[src/rtl/dot_batch_feeder_pkg.sv]
// rtl/dot_batch_feeder_pkg.sv - shared constants and types for the dot batch feeder
package dot_pkg;
  localparam int N            = 128;
  localparam int WEIGHT_WIDTH = 4;
  localparam int ACT_WIDTH    = 4;
  localparam int LANES        = 8;
  localparam int RES_WIDTH    = 16;
  localparam int BEATS        = N / LANES;
  localparam int BEAT_W       = (BEATS > 1) ? $clog2(BEATS) : 1;

  typedef logic [N*WEIGHT_WIDTH-1:0]     weight_vec_t;
  typedef logic [N*ACT_WIDTH-1:0]        act_vec_t;
  typedef logic [LANES*WEIGHT_WIDTH-1:0] weight_beat_t;
  typedef logic [LANES*ACT_WIDTH-1:0]    act_beat_t;
  typedef logic signed [RES_WIDTH-1:0]   result_t;
endpackage

[src/rtl/dot_batch_feeder_if.sv]
// rtl/dot_batch_feeder_if.sv - input stream, naive_dot link and result stream bundle
interface dot_batch_feeder_if;
  import dot_pkg::*;

  logic         s_valid;
  logic         s_ready;
  weight_beat_t s_weights;
  act_beat_t    s_acts;
  logic         o_start;
  weight_vec_t  o_weights_flat;
  act_vec_t     o_acts_flat;
  logic         i_done;
  result_t      i_result;
  logic         m_valid;
  logic         m_ready;
  result_t      m_result;

  modport slave (
    input  s_valid, s_weights, s_acts, i_done, i_result, m_ready,
    output s_ready, o_start, o_weights_flat, o_acts_flat, m_valid, m_result
  );

  modport master (
    output s_valid, s_weights, s_acts, i_done, i_result, m_ready,
    input  s_ready, o_start, o_weights_flat, o_acts_flat, m_valid, m_result
  );
endinterface

[src/rtl/dot_result_fifo.sv]
// rtl/dot_result_fifo.sv - synchronous result FIFO with occupancy count
module dot_result_fifo
  import dot_pkg::*;
#(
  parameter int DEPTH = 8
) (
  input  logic                     clk,
  input  logic                     rst,
  input  logic                     i_push,
  input  result_t                  i_data,
  input  logic                     i_pop,
  output result_t                  o_data,
  output logic                     o_empty,
  output logic [$clog2(DEPTH):0]   o_count
);
  localparam int AW = $clog2(DEPTH);

  result_t       r_mem [DEPTH];
  logic [AW-1:0] r_wr_ptr;
  logic [AW-1:0] r_rd_ptr;
  logic [AW:0]   r_count;
  logic          w_pop;

  assign w_pop = i_pop && (r_count != '0);

  always_ff @(posedge clk) begin
    if (rst) begin
      r_wr_ptr <= '0;
      r_rd_ptr <= '0;
      r_count  <= '0;
      for (int k = 0; k < DEPTH; k++) r_mem[k] <= '0;
    end else begin
      if (i_push) begin
        r_mem[r_wr_ptr] <= i_data;
        r_wr_ptr        <= r_wr_ptr + 1'b1;
      end
      if (w_pop) r_rd_ptr <= r_rd_ptr + 1'b1;
      r_count <= r_count + (AW+1)'(i_push) - (AW+1)'(w_pop);
    end
  end

  assign o_data  = r_mem[r_rd_ptr];
  assign o_empty = (r_count == '0);
  assign o_count = r_count;
endmodule

[src/rtl/dot_batch_feeder.sv]
// rtl/dot_batch_feeder.sv - ping-pong batch assembler, naive_dot issuer and credit-protected result collector
module dot_batch_feeder
  import dot_pkg::*;
#(
  parameter int RES_DEPTH = 8,
  parameter int CNT_WIDTH = 16
) (
  input  logic                 clk,
  input  logic                 rst,
  dot_batch_feeder_if.slave    bus,
  output logic                 o_busy,
  output logic                 o_err_done,
  output logic [CNT_WIDTH-1:0] o_issued
);
  localparam int CW = $clog2(RES_DEPTH) + 1;

  weight_vec_t          r_wbuf [2];
  act_vec_t             r_abuf [2];
  logic [1:0]           r_full;
  logic                 r_wr_sel;
  logic                 r_rd_sel;
  logic [BEAT_W-1:0]    r_beat_cnt;
  logic [CW-1:0]        r_outstanding;
  logic                 r_start;
  weight_vec_t          r_wflat;
  act_vec_t             r_aflat;
  logic                 r_err;
  logic [CNT_WIDTH-1:0] r_issued;

  logic                 w_accept;
  logic                 w_last_beat;
  logic                 w_issue;
  logic                 w_push;
  logic                 w_pop;
  logic                 w_fifo_empty;
  logic [CW-1:0]        w_fifo_count;
  logic [CW:0]          w_credit_sum;

  assign bus.s_ready  = !r_full[r_wr_sel];
  assign w_accept     = bus.s_valid && bus.s_ready;
  assign w_last_beat  = (r_beat_cnt == BEAT_W'(BEATS - 1));
  // Results in flight plus results waiting must never exceed FIFO space.
  assign w_credit_sum = {1'b0, r_outstanding} + {1'b0, w_fifo_count};
  assign w_issue      = r_full[r_rd_sel] && (w_credit_sum < (CW+1)'(RES_DEPTH));
  assign w_push       = bus.i_done && (r_outstanding != '0);
  assign w_pop        = !w_fifo_empty && bus.m_ready;

  always_ff @(posedge clk) begin
    if (w_accept && !rst) begin
      if (r_wr_sel) begin
        r_wbuf[1][int'(r_beat_cnt)*LANES*WEIGHT_WIDTH +: LANES*WEIGHT_WIDTH] <= bus.s_weights;
        r_abuf[1][int'(r_beat_cnt)*LANES*ACT_WIDTH +: LANES*ACT_WIDTH]       <= bus.s_acts;
      end else begin
        r_wbuf[0][int'(r_beat_cnt)*LANES*WEIGHT_WIDTH +: LANES*WEIGHT_WIDTH] <= bus.s_weights;
        r_abuf[0][int'(r_beat_cnt)*LANES*ACT_WIDTH +: LANES*ACT_WIDTH]       <= bus.s_acts;
      end
    end
  end

  always_ff @(posedge clk) begin
    if (rst) begin
      r_full        <= '0;
      r_wr_sel      <= 1'b0;
      r_rd_sel      <= 1'b0;
      r_beat_cnt    <= '0;
      r_outstanding <= '0;
      r_start       <= 1'b0;
      r_wflat       <= '0;
      r_aflat       <= '0;
      r_err         <= 1'b0;
      r_issued      <= '0;
    end else begin
      r_start <= w_issue;
      if (w_accept) begin
        if (w_last_beat) begin
          r_full[r_wr_sel] <= 1'b1;
          r_wr_sel         <= !r_wr_sel;
          r_beat_cnt       <= '0;
        end else begin
          r_beat_cnt <= r_beat_cnt + 1'b1;
        end
      end
      // The fill side only ever touches a non-full buffer, so set and clear never collide.
      if (w_issue) begin
        r_full[r_rd_sel] <= 1'b0;
        r_rd_sel         <= !r_rd_sel;
        r_wflat          <= r_wbuf[r_rd_sel];
        r_aflat          <= r_abuf[r_rd_sel];
        r_issued         <= r_issued + 1'b1;
      end
      r_outstanding <= r_outstanding + CW'(w_issue) - CW'(w_push);
      if (bus.i_done && (r_outstanding == '0)) r_err <= 1'b1;
    end
  end

  dot_result_fifo #(.DEPTH(RES_DEPTH)) u_fifo (
    .clk     (clk),
    .rst     (rst),
    .i_push  (w_push),
    .i_data  (bus.i_result),
    .i_pop   (w_pop),
    .o_data  (bus.m_result),
    .o_empty (w_fifo_empty),
    .o_count (w_fifo_count)
  );

  assign bus.o_start        = r_start;
  assign bus.o_weights_flat = r_wflat;
  assign bus.o_acts_flat    = r_aflat;
  assign bus.m_valid        = !w_fifo_empty;
  assign o_busy     = (|r_full) || (r_beat_cnt != '0) || (r_outstanding != '0) || !w_fifo_empty;
  assign o_err_done = r_err;
  assign o_issued   = r_issued;
endmodule

[src/flat_wrapper.sv]
// flat-port wrapper written by rule: the top's interface ports become plain ports
module dot_batch_feeder_flat import dot_pkg::*;
#(
  parameter int RES_DEPTH = 8,
  parameter int CNT_WIDTH = 16
)
  (clk, rst, o_busy, o_err_done, o_issued, bus_s_valid, bus_s_weights, bus_s_acts, bus_i_done, bus_i_result, bus_m_ready, bus_s_ready, bus_o_start, bus_o_weights_flat, bus_o_acts_flat, bus_m_valid, bus_m_result);
  dot_batch_feeder_if bus_i ();
  input  logic clk;
  input  logic rst;
  output logic o_busy;
  output logic o_err_done;
  output logic [CNT_WIDTH-1:0] o_issued;
  input wire logic [$bits(bus_i.s_valid)-1:0] bus_s_valid;
  input wire logic [$bits(bus_i.s_weights)-1:0] bus_s_weights;
  input wire logic [$bits(bus_i.s_acts)-1:0] bus_s_acts;
  input wire logic [$bits(bus_i.i_done)-1:0] bus_i_done;
  input wire logic [$bits(bus_i.i_result)-1:0] bus_i_result;
  input wire logic [$bits(bus_i.m_ready)-1:0] bus_m_ready;
  output wire logic [$bits(bus_i.s_ready)-1:0] bus_s_ready;
  output wire logic [$bits(bus_i.o_start)-1:0] bus_o_start;
  output wire logic [$bits(bus_i.o_weights_flat)-1:0] bus_o_weights_flat;
  output wire logic [$bits(bus_i.o_acts_flat)-1:0] bus_o_acts_flat;
  output wire logic [$bits(bus_i.m_valid)-1:0] bus_m_valid;
  output wire logic [$bits(bus_i.m_result)-1:0] bus_m_result;
  assign bus_i.s_valid = bus_s_valid;
  assign bus_i.s_weights = bus_s_weights;
  assign bus_i.s_acts = bus_s_acts;
  assign bus_i.i_done = bus_i_done;
  assign bus_i.i_result = bus_i_result;
  assign bus_i.m_ready = bus_m_ready;
  assign bus_s_ready = bus_i.s_ready;
  assign bus_o_start = bus_i.o_start;
  assign bus_o_weights_flat = bus_i.o_weights_flat;
  assign bus_o_acts_flat = bus_i.o_acts_flat;
  assign bus_m_valid = bus_i.m_valid;
  assign bus_m_result = bus_i.m_result;
  dot_batch_feeder #(.RES_DEPTH(RES_DEPTH), .CNT_WIDTH(CNT_WIDTH)) u_core (.clk(clk), .rst(rst), .bus(bus_i), .o_busy(o_busy), .o_err_done(o_err_done), .o_issued(o_issued));
endmodule
[config.mk]
export PLATFORM = sky130hd
export DESIGN_NAME = dot_batch_feeder_flat
export DESIGN_NICKNAME = d
export VERILOG_FILES = /design/src/rtl/dot_batch_feeder_pkg.sv /design/src/rtl/dot_batch_feeder_if.sv /design/src/rtl/dot_result_fifo.sv /design/src/rtl/dot_batch_feeder.sv /design/src/flat_wrapper.sv
export SDC_FILE = /design/constraint.sdc
export NUM_CORES = 2
export LEC_CHECK = 0
export ABC_AREA = 1
export CORE_MARGIN = 5
export CORE_UTILIZATION = 30
export DETAILED_ROUTE_END_ITERATION = 16
export GPL_ROUTABILITY_DRIVEN = 0
export PLACE_DENSITY_LB_ADDON = 0.12
export SETUP_SLACK_MARGIN = 0.15
export SYNTH_ARGS = -nofsm -noshare
export SYNTH_HDL_FRONTEND = slang
export SYNTH_SLANG_ARGS = --single-unit
[constraint.sdc]
create_clock -name clk -period 15.5 [get_ports clk]
set_input_delay 1.55 -clock clk [delete_from_list [all_inputs] [get_ports clk]]
set_output_delay 1.55 -clock clk [all_outputs]
set_load 0.005 [all_outputs]
* After elaboration in Yosys (flattened, before gate mapping) *
Memories as Yosys holds them, arrays and structs flattened. A register that Yosys moved wholly into a read port is not among the register bits.
Cells that the tools add are included.

word-level totals
  bits of input ports = 85
  register bits after elaboration = 40
  memories kept = 3
  output and inout port bits = 1061
  word-level logic and storage cells = 98
  RAM bits = 2176

operators by class
  bitwise logic cells = 3
  $lt $le $gt $ge = 5
  add/sub/neg operators = 10
  shift operators = 3
  mux-type cells = 35
  equality and inequality tests = 1
  reductions and logical operators = 27

memory list
  memory               words  width  read ports  clocked after memory_dff  wr ports  line                    source
  u_core.r_abuf        2      512    1           1                         1         dot_batch_feeder.sv:18  act_vec_t r_abuf [2];
  u_core.r_wbuf        2      512    1           1                         1         dot_batch_feeder.sv:17  weight_vec_t r_wbuf [2];
  u_core.u_fifo.r_mem  8      16     1           1                         8         dot_result_fifo.sv:18   result_t r_mem [DEPTH];

operators with widths
  operator                                                     number
  2-to-1 mux 512 bit                                           6
  OR reduction 512 bit                                         2
  indexed part select 32 x 33 -> 512 bit                       2
  variable shift 32 x 33 -> 512 bit (first input constant)     1
  negator 9 -> 33 bit                                          1
  2-to-1 mux 1 bit                                             18
  adder 16 x 1 -> 16 bit (second input constant)               1
  2-to-1 mux 16 bit                                            1
  OR reduction 16 bit                                          1
  nonzero test 4 bit                                           3
  logical AND 1 bit                                            9
  2-to-1 mux 3 bit                                             3
  adder 4 x 1 -> 4 bit                                         2
  zero test 4 bit                                              2
  2-to-1 mux 2 bit                                             4
  subtractor 4 x 1 -> 4 bit                                    2
  adder 3 x 1 -> 3 bit (second input constant)                 2
  adder 4 x 4 -> 5 bit                                         1
  zero test 1 bit                                              5
  less-than comparator 5 x 4 -> 1 bit (second input constant)  1
  adder 4 x 1 -> 4 bit (second input constant)                 1
  equality test 4 bit (second input constant)                  1
  less-than comparator 1 x 2 -> 1 bit (second input constant)  2
  2-to-1 mux 4 bit                                             1
  8 further kinds                                              12

* Longest topological paths before layout *
  depth in word-level cells = 10
  gate-level depth with buffers = 14
  mapped depth without buffers = 12

* Hierarchy *
From an unflattened synthesis, not the netlist that was laid out.

second synthesis, totals
  cells, all modules = 12852
  area, all modules = 126059.7 sq um

by module, submodules not included
  module            instances  area each (sq um)  cells an instance
  dot_batch_feeder  1          119218.1           12048
  dot_result_fifo   1          6841.6             804

* Least setup slack after synthesis *
No wires, ideal clock.

  path type = input -> register
  from = input port rst
  to = memory u_core.r_abuf[0][192] in the netlist's numbering, enable pin
  arrival time = 6.447 ns
  setup slack = 8.488 ns
  data required time = 14.936 ns
  stages = 4
  setup time = 0.564 ns
  cells stage by stage = clkbuf_1 nor2_1 nand2_1 nor3_1

between the ends
  longest elaborated chain between the ends = 6
  elaborated cells on any way between the ends = 9
  classes of those cells = mux: 6; reduce/logical: 3

RTL lines
  what                                                                            line                    source
  from (decl)                                                                     flat_wrapper.sv:10      input logic rst;
  zero test 1 bit (*)                                                             dot_batch_feeder.sv:49  if (w_accept && !rst) begin
  logical AND 1 bit (*)                                                           dot_batch_feeder.sv:49
  2-to-1 mux 1 bit                                                                dot_batch_feeder.sv:49
  2-to-1 mux 512 bit (not written as such)                                        dot_batch_feeder.sv:55  r_abuf[0][int'(r_beat_cnt)*LANES*ACT_WIDTH +: LANES*ACT_WIDTH] <= bus.s_acts;
  OR reduction 512 bit (no source line)                                           -
  2-to-1 mux 1 bit (no source line) / 2-to-1 mux 512 bit (equally long branches)  -
  to (decl)                                                                       dot_batch_feeder.sv:18

Mark *: on every way between the ends. The rest lies on a longest branch, timed or not.

* Worst setup path after layout *
  from = register u_core.r_rd_sel
  to = register u_core.r_aflat[419] (netlist: u_core.bus.o_acts_flat[419]) (read register of u_core.r_abuf)

between the ends
  longest elaborated chain between the ends = 3

RTL lines
  what                                                  line                    source
  from (decl)                                           dot_batch_feeder.sv:21  logic r_rd_sel;
  from (signal assigned)                                dot_batch_feeder.sv:86  r_rd_sel <= !r_rd_sel;
  2-to-1 mux 1 bit (not written as such) (2 in series)  dot_batch_feeder.sv:44  assign w_issue = r_full[r_rd_sel] && (w_credit_sum < (CW+1)'(RES_DEPTH));
  logical AND 1 bit                                     dot_batch_feeder.sv:44
  to (decl)                                             dot_batch_feeder.sv:26  act_vec_t r_aflat;

Several ways; a longest one is shown, not always the timed one. The select of a mux whose other input is x is not followed.
A chain may end at the register's enable or synchronous reset.

==> out/qor.yml <==
worst_slew_pin_slew_ns: 1.29
dr.pass1.iters: 6
r2r_slack_ns: 9.67
synth_top_area_cell: "edfxtp_1"
holdPathEnd: "u_core.bus.o_acts_flat[219]$_SDFFE_PP0N_"
slew_violations: 0
status: "finished, final reports clean"
finalCritPeriodShare_pct: 37.6
grt_setup_unrepaired: "false"
fin_util_pct: 37.4
crit_family: "buffers and inverters"
antenna_found_initial: 43
endpoint_kind: "register"
tns_ns: 0
maxCapViolCount: 0
layout-area-overhead-vs-synth_pct: 24.0
yosysUniqueCellTypes: 31
design.die.area_um2: 429000
gr-total-overflow: 0
start_util_pct: 30.2
power_density_nw_per_um2: 123
power.switching_mw: 4.46
core-area_um2: 414000
drc_errors: 0
io_buffer_count: 1145
power_frac_comb_pct: 4.9
wire_per_inst_um: 27.0
drive_above_1_share_pct: 6.89
fp.dieW_um: 655
maxSlewHeadroom_pct: 13.2
fin_crit_ns: 5.83
holdBufCountCts: 0
die-height_um: 655
r2r_end: "u_core.bus.o_acts_flat[419]$_SDFFE_PP0N_"
synth.most_common_cell: "nand2_1"
synth_edf_count: 2176
p_int_mw: 14.5
dp_hpwl_mm: 369
synth.avg_cell_area_um2: 9.89
cp_slowest_cell: "buf_4"
clockBufferDepth: 4
netlist_instances: 12600
swShare_pct: 23.5
grtUsageTotal_pct: 23.5
clock_sinks: 3243
cts_tree: "built"
final_hold_viol_count: 0
min_path_cells: 2
grt_pass1_wl_mm: 710
start_kind: "register"
cts_htree_levels: 5
avgViaCountPerCell: 4.70
synth_area_leaders: "edfxtp_1 52%, dfxtp_1 17%, nand2_1 16%, a21oi_1 4.2%, nor2_1 3.7%"
async_flop_share_pct: 0
yosysWarningCount: 0
whs_ns: 0.462
worstPathRequired_ns: 16.36
synth_seq_cells: 3243
clockRootBuffer: "clkbuf_16"
fmax_ghz: 0.171
dr.first_iter.drc_count: 7023
cp_cell_sequence: "inv_16, nand2_1, nand2_1, nor2_1, nand2_8, inv_8, buf_4, buf_4, buf_4, nand2_1, a21oi_1"
post_cts_buffers: 0
hold_class: "register to register"
pwr-share-clk_pct: 46.5
fin_nets: 13700
num_vias: 91100
ys.flop_type: "edfxtp_1"
cts_buffers: 374
path_max_fanout: 167
netlist_area_um2: 125000
ant_nets: 0
ir_drop_uv: 85.5
grt_pass1_vias: 88500
seq_area_frac_synth_pct: 69.5
io_pins: 1146
cts.reportedPaths.clkPinSlew_ns: 0.06
crit_type: "register to register"
cp.arrival_ns: 6.69
grt_max_degree: 185
reg2regPathDepth: 11
clock_latency_ns: 0.96
max_stage_delay_ns: 0.85
cp_num_buf_inv: 5
setup_violations: 0
wl_mm: 523
skew_ns: 0.0517
synth_nets: 12700
min_from: "u_core.bus.o_acts_flat[219]$_SDFFE_PP0N_"
post_cts_resized: 0
regToRegStartpoint: "u_core.r_rd_sel$_SDFFE_PP0N_"
yosys-top-cells-count: "5447 x nand2_1, 2176 x edfxtp_1, 1227 x nor2_1"
leakage_nw: 54.7
rows: 236
power_mw: 19.0
yosysTopAreaCellShare_pct: 52.4
p_seq_share_pct: 48.6
==> worst max path at each step <==
stage | slack [ns] | cells past startpoint | to | start
6_report | 9.67 | 11 | u_core.bus.o_acts_flat[419]$_SDFFE_PP0N_ | u_core.r_rd_sel$_SDFFE_PP0N_
5_1_grt | 9.30 | 11 | u_core.bus.o_acts_flat[247]$_SDFFE_PP0N_ | u_core.r_rd_sel$_SDFFE_PP0N_
4_1_cts | 9.59 | 11 | u_core.bus.o_acts_flat[434]$_SDFFE_PP0N_ | u_core.r_rd_sel$_SDFFE_PP0N_
3_5_place_dp | 9.61 | 11 | u_core.bus.o_acts_flat[247]$_SDFFE_PP0N_ | u_core.r_rd_sel$_SDFFE_PP0N_
3_3_place_gp | 9.71 | 11 | u_core.bus.o_acts_flat[160]$_SDFFE_PP0N_ | u_core.r_rd_sel$_SDFFE_PP0N_
2_1_floorplan | 8.49 | 4 | u_core.r_abuf[0][192]$_DFFE_PP_ | rst
==> layout make-up <==
class / instances / area, um^2
fillers: 41700 / 259000
flip-flops and latches: 3243 / 86700
multi-input cells: 8223 / 34300
repair buffers: 1370 / 13300
clock buffers: 546 / 10800
well taps: 5474 / 6850
clock inverters: 156 / 1370
inverters: 331 / 1290
diodes: 32 / 80.1
==> sequential cells by signal (all words and copies together) (netlist names), 2 cells and up, named ones only <==
signal / cells
u_core.u_fifo.r_mem: 128
u_core.u_fifo.r_rd_ptr: 3
u_core.bus.o_acts_flat: 512
u_core.bus.o_weights_flat: 512
u_core.r_abuf: 1024
u_core.r_beat_cnt: 4
u_core.r_wbuf: 1024
u_core.r_full: 2
u_core.o_issued: 16
u_core.r_outstanding: 4
u_core.u_fifo.o_count: 4
u_core.u_fifo.r_wr_ptr: 3
==> power groups by stage <==
stage               clock, mW  sequential [mW]  combinational, mW
floorplan                   0             9.41              0.475
detailed placement          0             9.41              0.954
global placement            0             9.41              0.954
CTS                      9.01             9.23              0.957
global route             9.36             9.23               1.01
finish                   8.82             9.23              0.938
==> layer usage <==
| layer | part of all wire, % | global-route usage (%) | up-vias |
|---|---|---|---|
| li1 | - | - | 43200 |
| met2 | 51 | 42.2 | 2304 |
| met1 | 37 | 26.2 | 44800 |
| met4 | 6.0 | 12.4 | 22 |
| met3 | 5.4 | 4.41 | 677 |
| met5 | 0.025 | 0 | - |
==> cells in the final DEF, fill, tap and decap left out, types with 19 or more instances in the layout <==
cell / n
nor2_1: 1207
o21ai_0: 50
nand2_1: 5444
dfxtp_1: 1065
clkbuf_16: 385
nor3_1: 80
clkbuf_8: 57
inv_1: 324
nor2_4: 20
clkbuf_1: 99
nor3_2: 131
ha_1: 19
a21oi_1: 1048
clkdlybuf4s50_1: 1144
edfxtp_1: 2176
nand3_1: 19
nor4_1: 64
clkinv_1: 45
clkinv_2: 65
diode_2: 32
nand4_1: 69
buf_4: 215
==> metrics by stage <==
stage	cells	area (um^2)	setup slack, ns
2_1_floorplan	12600	125000	8.49
3_3_place_gp	18600	142000	9.71
3_5_place_dp	18600	142000	9.61
4_1_cts	19300	155000	9.59
5_1_grt	19400	155000	9.30
6_report	19400	155000	9.67
==> worst min-delay path: cells and delay by family, from the launching register on <==
kind	cells	cell delay, ns
flops	1	0.30
simple gates	1	0.06
compound gates	1	0.05
==> kinds of logic (layout without fill, tap and decap cells) <==
logic type	count (synthesis)	after routing	share of synthesized area [%]
buffers and inverters	1150	2403	3.76
adders and majority gates	23	23	0.243
DFF	3243	3243	69.5
and+or+nand+nor	7046	7046	21.7
other	0	32	0
AOI/OAI and AO/OA	1131	1131	4.60
xor gates and xnor gates	7	7	0.0491
muxes	16	16	0.128
Note: power is estimated with default switching activity, not from simulation.
